$ cat config.mk
export PLATFORM = sky130hd
export DESIGN_NAME = game_flow_ctrl_flat
export DESIGN_NICKNAME = d
export VERILOG_FILES = /design/src/rtl/game_flow_if.sv /design/src/rtl/game_flow_ctrl.sv /design/src/flat_wrapper.sv
export SDC_FILE = /design/constraint.sdc
export NUM_CORES = 1
export LEC_CHECK = 0
export BUFFER_PORTS_ARGS = -buffer_cell sky130_fd_sc_hd__buf_2
export CAP_MARGIN = 20
export CORE_MARGIN = 1
export CORE_UTILIZATION = 23
export CTS_BUF_LIST = sky130_fd_sc_hd__clkbuf_8
export DETAILED_ROUTE_END_ITERATION = 8
export PLACE_DENSITY = 0.49
export SLEW_MARGIN = 20
export SYNTH_ARGS = -nofsm -noshare
export SYNTH_HDL_FRONTEND = slang
export SYNTH_SLANG_ARGS = --single-unit
$ cat constraint.sdc
create_clock -name clk -period 7.55 [get_ports clk]
set_clock_uncertainty 0.2 [all_clocks]
set_input_delay 0.3775 -clock clk [delete_from_list [all_inputs] [get_ports clk]]
set_output_delay 0.3775 -clock clk [all_outputs]
set_load 0.02 [all_outputs]
$ cat src/rtl/game_flow_if.sv
// Bundle of the game-flow controls and status outputs. Keyboard/Charactor side
// drives the pulses and levels (master); game_flow_ctrl consumes them and
// drives the status seen by LED, Seven_segment, Screen and Voice (slave).
interface game_flow_if #(
  parameter int HP_W  = 3,
  parameter int LVL_W = 2
) ();
  logic             enter;
  logic             pause;
  logic             goal;
  logic             dmg;
  logic             heal;
  logic [2:0]       state;
  logic [LVL_W-1:0] level;
  logic [3:0]       countdown;
  logic [3:0]       time_min;
  logic [3:0]       time_st;
  logic [3:0]       time_so;
  logic [HP_W-1:0]  hp;
  logic             invuln;
  logic             tick;

  modport master (
    output enter, pause, goal, dmg, heal,
    input  state, level, countdown, time_min, time_st, time_so, hp, invuln, tick
  );

  modport slave (
    input  enter, pause, goal, dmg, heal,
    output state, level, countdown, time_min, time_st, time_so, hp, invuln, tick
  );
endinterface

$ cat src/rtl/game_flow_ctrl.sv
// Game flow controller: game FSM, 1 s prescaler, start-delay countdown,
// BCD time-left counter, multi-level progression, pause mode and saturating
// HP with a post-hit invulnerability window. All outputs are registered.
module game_flow_ctrl #(
  parameter int TICK_CYCLES   = 100_000_000,
  parameter int START_DELAY_S = 3,
  parameter int TIME_MIN      = 4,
  parameter int TIME_SEC      = 44,
  parameter int HP_MAX        = 7,
  parameter int HP_W          = 3,
  parameter int LEVELS        = 4,
  parameter int LVL_W         = 2,
  parameter int INVULN_S      = 2
) (
  input  logic       clk,
  input  logic       rst,
  game_flow_if.slave bus
);

  typedef enum logic [2:0] {
    ST_INIT  = 3'd0,
    ST_WAIT  = 3'd1,
    ST_GAME  = 3'd2,
    ST_WIN   = 3'd3,
    ST_LOSE  = 3'd4,
    ST_PAUSE = 3'd5
  } state_t;

  localparam int PS_W  = (TICK_CYCLES > 1) ? $clog2(TICK_CYCLES) : 1;
  localparam int INV_W = (INVULN_S > 0) ? $clog2(INVULN_S + 1) : 1;

  localparam logic [PS_W-1:0]  PS_LAST  = PS_W'(TICK_CYCLES - 1);
  localparam logic [INV_W-1:0] INV_LOAD = INV_W'(INVULN_S);
  localparam logic [3:0]       CD_LOAD  = 4'(START_DELAY_S);
  localparam logic [3:0]       MIN_LOAD = 4'(TIME_MIN);
  localparam logic [3:0]       ST_LOAD  = 4'(TIME_SEC / 10);
  localparam logic [3:0]       SO_LOAD  = 4'(TIME_SEC % 10);
  localparam logic [HP_W-1:0]  HP_FULL  = HP_W'(HP_MAX);
  localparam logic [LVL_W-1:0] LVL_LAST = LVL_W'(LEVELS - 1);
  localparam logic             INV_ON   = (INVULN_S > 0) ? 1'b1 : 1'b0;

  // One-second BCD decrement of M:ST:SO, clamped at 0:00.
  function automatic logic [11:0] bcd_time_dec(input logic [3:0] m,
                                               input logic [3:0] t,
                                               input logic [3:0] o);
    logic [11:0] r;
    if (o != 4'd0) begin
      r = {m, t, o - 4'd1};
    end else if (t != 4'd0) begin
      r = {m, t - 4'd1, 4'd9};
    end else if (m != 4'd0) begin
      r = {m - 4'd1, 4'd5, 4'd9};
    end else begin
      r = 12'd0;
    end
    return r;
  endfunction

  state_t           state_r;
  logic [LVL_W-1:0] level_r;
  logic [3:0]       countdown_r;
  logic [3:0]       min_r;
  logic [3:0]       st_r;
  logic [3:0]       so_r;
  logic [HP_W-1:0]  hp_r;
  logic             invuln_r;
  logic             tick_r;
  logic [PS_W-1:0]  presc_r;
  logic [INV_W-1:0] inv_cnt_r;

  logic             run_s;
  logic             tick_evt_s;
  logic             time_zero_s;
  logic             hit_s;
  logic [11:0]      time_dec_s;
  logic [HP_W-1:0]  hp_next_s;

  // Tick detection, timer decrement value and combined dmg/heal HP update.
  always_comb begin
    run_s       = (state_r == ST_WAIT) || (state_r == ST_GAME);
    tick_evt_s  = run_s && (presc_r == PS_LAST);
    time_zero_s = (min_r == 4'd0) && (st_r == 4'd0) && (so_r == 4'd0);
    time_dec_s  = bcd_time_dec(min_r, st_r, so_r);
    hit_s       = bus.dmg && !invuln_r;
    // A simultaneous heal and landed hit cancel out.
    if (bus.heal && hit_s) begin
      hp_next_s = hp_r;
    end else if (bus.heal) begin
      hp_next_s = (hp_r == HP_FULL) ? hp_r : hp_r + HP_W'(1);
    end else if (hit_s) begin
      hp_next_s = (hp_r == {HP_W{1'b0}}) ? hp_r : hp_r - HP_W'(1);
    end else begin
      hp_next_s = hp_r;
    end
  end

  // Game FSM with prescaler, countdown, timer, level, HP and invulnerability state.
  always_ff @(posedge clk or negedge rst) begin
    if (!rst) begin
      state_r     <= ST_INIT;
      level_r     <= {LVL_W{1'b0}};
      countdown_r <= 4'd0;
      min_r       <= MIN_LOAD;
      st_r        <= ST_LOAD;
      so_r        <= SO_LOAD;
      hp_r        <= HP_FULL;
      invuln_r    <= 1'b0;
      tick_r      <= 1'b0;
      presc_r     <= {PS_W{1'b0}};
      inv_cnt_r   <= {INV_W{1'b0}};
    end else begin
      tick_r <= tick_evt_s;
      // Prescaler runs only in WAIT/GAME; PAUSE and idle states hold it.
      if (tick_evt_s) begin
        presc_r <= {PS_W{1'b0}};
      end else if (run_s) begin
        presc_r <= presc_r + PS_W'(1);
      end else begin
        presc_r <= presc_r;
      end

      case (state_r)
        ST_INIT, ST_WIN, ST_LOSE: begin
          // Fresh game: level 0, full HP, no immunity, start-delay countdown.
          if (bus.enter) begin
            state_r     <= ST_WAIT;
            level_r     <= {LVL_W{1'b0}};
            countdown_r <= CD_LOAD;
            min_r       <= MIN_LOAD;
            st_r        <= ST_LOAD;
            so_r        <= SO_LOAD;
            hp_r        <= HP_FULL;
            invuln_r    <= 1'b0;
            inv_cnt_r   <= {INV_W{1'b0}};
            presc_r     <= {PS_W{1'b0}};
          end
        end

        ST_WAIT: begin
          if (tick_evt_s) begin
            if (countdown_r == 4'd1) begin
              state_r     <= ST_GAME;
              countdown_r <= 4'd0;
              presc_r     <= {PS_W{1'b0}};
            end else begin
              countdown_r <= countdown_r - 4'd1;
            end
          end
        end

        ST_GAME: begin
          if (bus.goal) begin
            if (level_r == LVL_LAST) begin
              // Time, HP and level stay on display until the next enter.
              state_r <= ST_WIN;
            end else begin
              state_r     <= ST_WAIT;
              level_r     <= level_r + LVL_W'(1);
              countdown_r <= CD_LOAD;
              min_r       <= MIN_LOAD;
              st_r        <= ST_LOAD;
              so_r        <= SO_LOAD;
              presc_r     <= {PS_W{1'b0}};
            end
          end else begin
            if ((hp_r == {HP_W{1'b0}}) || time_zero_s) begin
              state_r <= ST_LOSE;
            end else if (bus.pause) begin
              state_r <= ST_PAUSE;
            end else begin
              state_r <= ST_GAME;
            end

            if (tick_evt_s) begin
              {min_r, st_r, so_r} <= time_dec_s;
            end

            hp_r <= hp_next_s;

            // A landed hit (re)starts the window; otherwise it drains on ticks.
            if (hit_s && INV_ON) begin
              invuln_r  <= 1'b1;
              inv_cnt_r <= INV_LOAD;
            end else if (invuln_r && tick_evt_s) begin
              if (inv_cnt_r <= INV_W'(1)) begin
                inv_cnt_r <= {INV_W{1'b0}};
                invuln_r  <= 1'b0;
              end else begin
                inv_cnt_r <= inv_cnt_r - INV_W'(1);
              end
            end
          end
        end

        ST_PAUSE: begin
          if (bus.pause) begin
            state_r <= ST_GAME;
          end
        end

        default: begin
          state_r <= ST_INIT;
        end
      endcase
    end
  end

  assign bus.state     = state_r;
  assign bus.level     = level_r;
  assign bus.countdown = countdown_r;
  assign bus.time_min  = min_r;
  assign bus.time_st   = st_r;
  assign bus.time_so   = so_r;
  assign bus.hp        = hp_r;
  assign bus.invuln    = invuln_r;
  assign bus.tick      = tick_r;

endmodule

$ cat src/flat_wrapper.sv
// flat-port wrapper written by rule: the top's interface ports become plain ports
module game_flow_ctrl_flat 
#(
  parameter int TICK_CYCLES   = 100_000_000,
  parameter int START_DELAY_S = 3,
  parameter int TIME_MIN      = 4,
  parameter int TIME_SEC      = 44,
  parameter int HP_MAX        = 7,
  parameter int HP_W          = 3,
  parameter int LEVELS        = 4,
  parameter int LVL_W         = 2,
  parameter int INVULN_S      = 2
)
  (clk, rst, bus_enter, bus_pause, bus_goal, bus_dmg, bus_heal, bus_state, bus_level, bus_countdown, bus_time_min, bus_time_st, bus_time_so, bus_hp, bus_invuln, bus_tick);
  game_flow_if #(.HP_W(HP_W), .LVL_W(LVL_W)) bus_i ();
  input  logic clk;
  input  logic rst;
  input wire logic [$bits(bus_i.enter)-1:0] bus_enter;
  input wire logic [$bits(bus_i.pause)-1:0] bus_pause;
  input wire logic [$bits(bus_i.goal)-1:0] bus_goal;
  input wire logic [$bits(bus_i.dmg)-1:0] bus_dmg;
  input wire logic [$bits(bus_i.heal)-1:0] bus_heal;
  output wire logic [$bits(bus_i.state)-1:0] bus_state;
  output wire logic [$bits(bus_i.level)-1:0] bus_level;
  output wire logic [$bits(bus_i.countdown)-1:0] bus_countdown;
  output wire logic [$bits(bus_i.time_min)-1:0] bus_time_min;
  output wire logic [$bits(bus_i.time_st)-1:0] bus_time_st;
  output wire logic [$bits(bus_i.time_so)-1:0] bus_time_so;
  output wire logic [$bits(bus_i.hp)-1:0] bus_hp;
  output wire logic [$bits(bus_i.invuln)-1:0] bus_invuln;
  output wire logic [$bits(bus_i.tick)-1:0] bus_tick;
  assign bus_i.enter = bus_enter;
  assign bus_i.pause = bus_pause;
  assign bus_i.goal = bus_goal;
  assign bus_i.dmg = bus_dmg;
  assign bus_i.heal = bus_heal;
  assign bus_state = bus_i.state;
  assign bus_level = bus_i.level;
  assign bus_countdown = bus_i.countdown;
  assign bus_time_min = bus_i.time_min;
  assign bus_time_st = bus_i.time_st;
  assign bus_time_so = bus_i.time_so;
  assign bus_hp = bus_i.hp;
  assign bus_invuln = bus_i.invuln;
  assign bus_tick = bus_i.tick;
  game_flow_ctrl #(.TICK_CYCLES(TICK_CYCLES), .START_DELAY_S(START_DELAY_S), .TIME_MIN(TIME_MIN), .TIME_SEC(TIME_SEC), .HP_MAX(HP_MAX), .HP_W(HP_W), .LEVELS(LEVELS), .LVL_W(LVL_W), .INVULN_S(INVULN_S)) u_core (.clk(clk), .rst(rst), .bus(bus_i));
endmodule
==> reports/metrics.cfg <==
[die]
die_area_um2=14600
core_um2=13800
die_y_um=121
num_io_pins=33
die_x_um=121
row_count=43
start_util_pct=23.5

[synthesis]
ys_types=68
syn_area_per_cell_um2=9.36
ys_seq_elements=55
synth_ff_type=dfrtp_1
syn_nets=364
syn_area_um2=3250
ys_async_sr_fraction_pct=100
synth-edff-count=0
synthCells=347
ys_seq_area_share_pct=42.6
yosysWarnings=0

[run]
drv_cap=0

[timing]
rsz0062_at_grt=no
final_hold_viol_count=9
setup_tns_ns=0
worst_slew_pin_slew_ns=1.02
whs_ns=-0.0237
drv_slew=0
finalSetupViolCount=0
timing.final.crit_share_pct=38.9
fmax_mhz=340
slew_headroom_pct=32.1
fin_crit_ns=2.94

[critical_path]
regToRegEndpoint=u_core.bus.time_so[1]
r2r_start=u_core.bus.state[0]
worst_ep_required_time_ns=7.55
critPathKind=flop to flop
reg2reg_depth=6
cp_data_arrival_time_ns=2.94
cpPeakStageDelay_ns=0.75
r2r_slack_ns=4.61
end_kind=flop
cpLargestDelayFamily=simple AND/OR/NAND/NOR gates
startpoint_type=flop
worstPathMaxFanout=18
crit_chain=xnor2_4, or4_1, nor4_1, buf_4, nand2b_1, mux2_1
crit_buf_inv=1
crit_slowest_cell=dfrtp_1

[clock_tree]
cts-root-buf=clkbuf_8
cts.clk_slew.worst_paths_ns=0.10
h-tree-depth=2
cts_tree=yes
clockBufferDepth=2
cts_resized=0
cts_made_buffers=5
postCtsHoldBufs=0
clock-sinks=55
cts_setup_buffers=0
insertion_delay_ns=0.32

[grt]
antenna_found_initial=0
grt_use_total_pct=11.1
first_global_vias=2677
grt_start_max_net_pins=56
grt_pass1_wl_mm=13.0
overflow=0

[power_and_ir_drop]
p_int_mw=0.469
power_density_nw_per_um2=196
ir_worst_vdd_mv=0.0645
p_sw_share_pct=35.1
share_comb_of_total_power_pct=24.2
p_clk_share_pct=24.7
power_frac_seq_pct=51.1
p_leak_nw=1.61
netSwitchingPower_mw=0.253

[drt]
routed.top_layer=met4
wl_met1_mm=3.51
post_drt_wl_per_cell_um=14.1
vias=2744
met2_length_mm=3.91
dr.pass1.iters=4
drt_iter0_markers=208
drt-total-wl_mm=7.88
route.met3.wl_um=416
via_per_inst=4.90
drc=0
ant_nets=0

[run_status]
status=finished with violations
violations=hold timing

[final_layout]
nets=396
synthToLayoutAreaGrowth_pct=13.6
fin_util_pct=26.7
final_common_cell=dfrtp_1
layout-drive-gt1-share_pct=16.3
mostFrequentLayoutCells=49 x dfrtp_1, 40 x nor2_1, 32 x buf_2, 27 x nand2_1, 21 x xor2_1
diodes=0

[placement]
dp_hpwl_mm=5.65
portBuffers=32
place_congestion=0.832

[hold_path]
hp-class=primary input to async pin

## per-layer routing
metal	GRT usage (%)	up-vias
met1	13.9	1366
met3	2.78	7
li1	-	1307
met4	3.16	0
met2	18.8	64
met5	0	-
## cells in the mapped netlist, types with 2 or more instances
cell,count,share of area (%)
a211o_1,2,0.54
a211oi_1,3,0.69
a21o_1,2,0.46
a21oi_1,14,2.2
a22o_1,3,0.81
a31oi_1,5,0.96
a32o_1,2,0.62
and2_1,4,0.77
and3_1,7,1.3
buf_2,3,0.46
buf_4,2,0.46
buf_6,2,0.69
clkbuf_1,4,0.46
dfrtp_1,49,38
dfstp_2,6,4.9
ha_1,9,3.5
inv_1,14,1.6
nand2_1,27,3.1
nand2b_1,8,1.5
nand3_1,19,2.9
nand3b_1,2,0.46
nand4_1,10,1.9
nand4b_1,4,1.1
nor2_1,40,4.6
nor3_1,8,1.2
nor3b_1,5,1.2
nor4_1,3,0.58
nor4b_1,2,0.54
o211ai_1,4,0.92
o21ai_0,9,1.4
o22ai_1,2,0.39
o2bb2ai_1,3,0.81
o31ai_1,3,0.69
or2_2,3,0.58
or3_1,6,1.2
or3b_2,2,0.54
xnor2_1,5,1.3
xor2_1,21,5.7
## state kept, by name, indices dropped and copies added (netlist names)
name	cells
u_core.bus.time_min	4
u_core.bus.state	3
u_core.bus.countdown	4
u_core.presc_r	27
u_core.bus.time_so	4
u_core.bus.invuln	1
u_core.inv_cnt_r	2
u_core.bus.time_st	4
u_core.bus.level	2
u_core.bus.hp	3
u_core.bus.tick	1
## worst register-to-register path: stages (launching register included)
cell,delay [ns]
dfrtp_1,0.75
xnor2_4,0.17
or4_1,0.57
nor4_1,0.25
buf_4,0.22
nand2b_1,0.31
mux2_1,0.36
## per-stage QoR
stage	area (um2)	cells	total power, mW	worst slack, ns	hold slack, ns
after floorplan	3250	347	0.496	5.07	-0.118
after global placement	3600	552	0.548	4.69	0.294
after detailed placement	3600	552	0.551	4.65	0.299
after CTS	3690	560	0.732	4.61	0.0286
after global routing	3690	560	0.768	4.38	0.0641
final	3690	560	0.723	4.61	-0.0237
## worst max-delay path by stage
stage / cells past startpoint / slack, ns / start / endpoint
after global routing: 6 / 4.38 / u_core.bus.state[0] / u_core.bus.time_so[1]
final: 6 / 4.61 / u_core.bus.state[0] / u_core.bus.time_so[1]
after global placement: 6 / 4.69 / u_core.bus.state[0] / u_core.bus.time_so[1]
after CTS: 6 / 4.61 / u_core.bus.state[0] / u_core.bus.time_so[1]
after floorplan: 7 / 5.07 / u_core.bus.time_st[0] / u_core.bus.state[0]
after detailed placement: 6 / 4.65 / u_core.bus.state[0] / u_core.bus.time_so[1]
## power groups by stage
stage / combinational (mW) / clock, mW / sequential [mW]
2_1_floorplan: 0.117 / 0 / 0.379
3_3_place_gp: 0.175 / 0 / 0.373
3_5_place_dp: 0.176 / 0 / 0.375
4_1_cts: 0.178 / 0.185 / 0.369
5_1_grt: 0.199 / 0.194 / 0.375
6_report: 0.175 / 0.179 / 0.370
## cells by family (layout without fill, tap and decap cells)
group | after synthesis | in the layout | share of synthesized area [%]
AOI/OAI and AO/OA | 64 | 64 | 13.6
DFF | 55 | 55 | 42.6
and+or+nand+nor | 162 | 162 | 27.0
buffers and inverters | 26 | 59 | 3.81
xor gates and xnor gates | 27 | 27 | 7.86
adders and majority gates | 10 | 10 | 4.08
muxes | 3 | 3 | 1.00
## final cells by class
type | instances | area [um2]
Tap cell | 180 | 225
Inverter | 15 | 56.3
Clock buffer | 6 | 82.6
Sequential cell | 55 | 1380
Timing Repair Buffer | 36 | 190
Multi-Input combinational cell | 266 | 1740
Clock inverter | 2 | 12.5
Fill cell | 1450 | 10100
No activity file was read; power rests on OpenSTA's default activity.
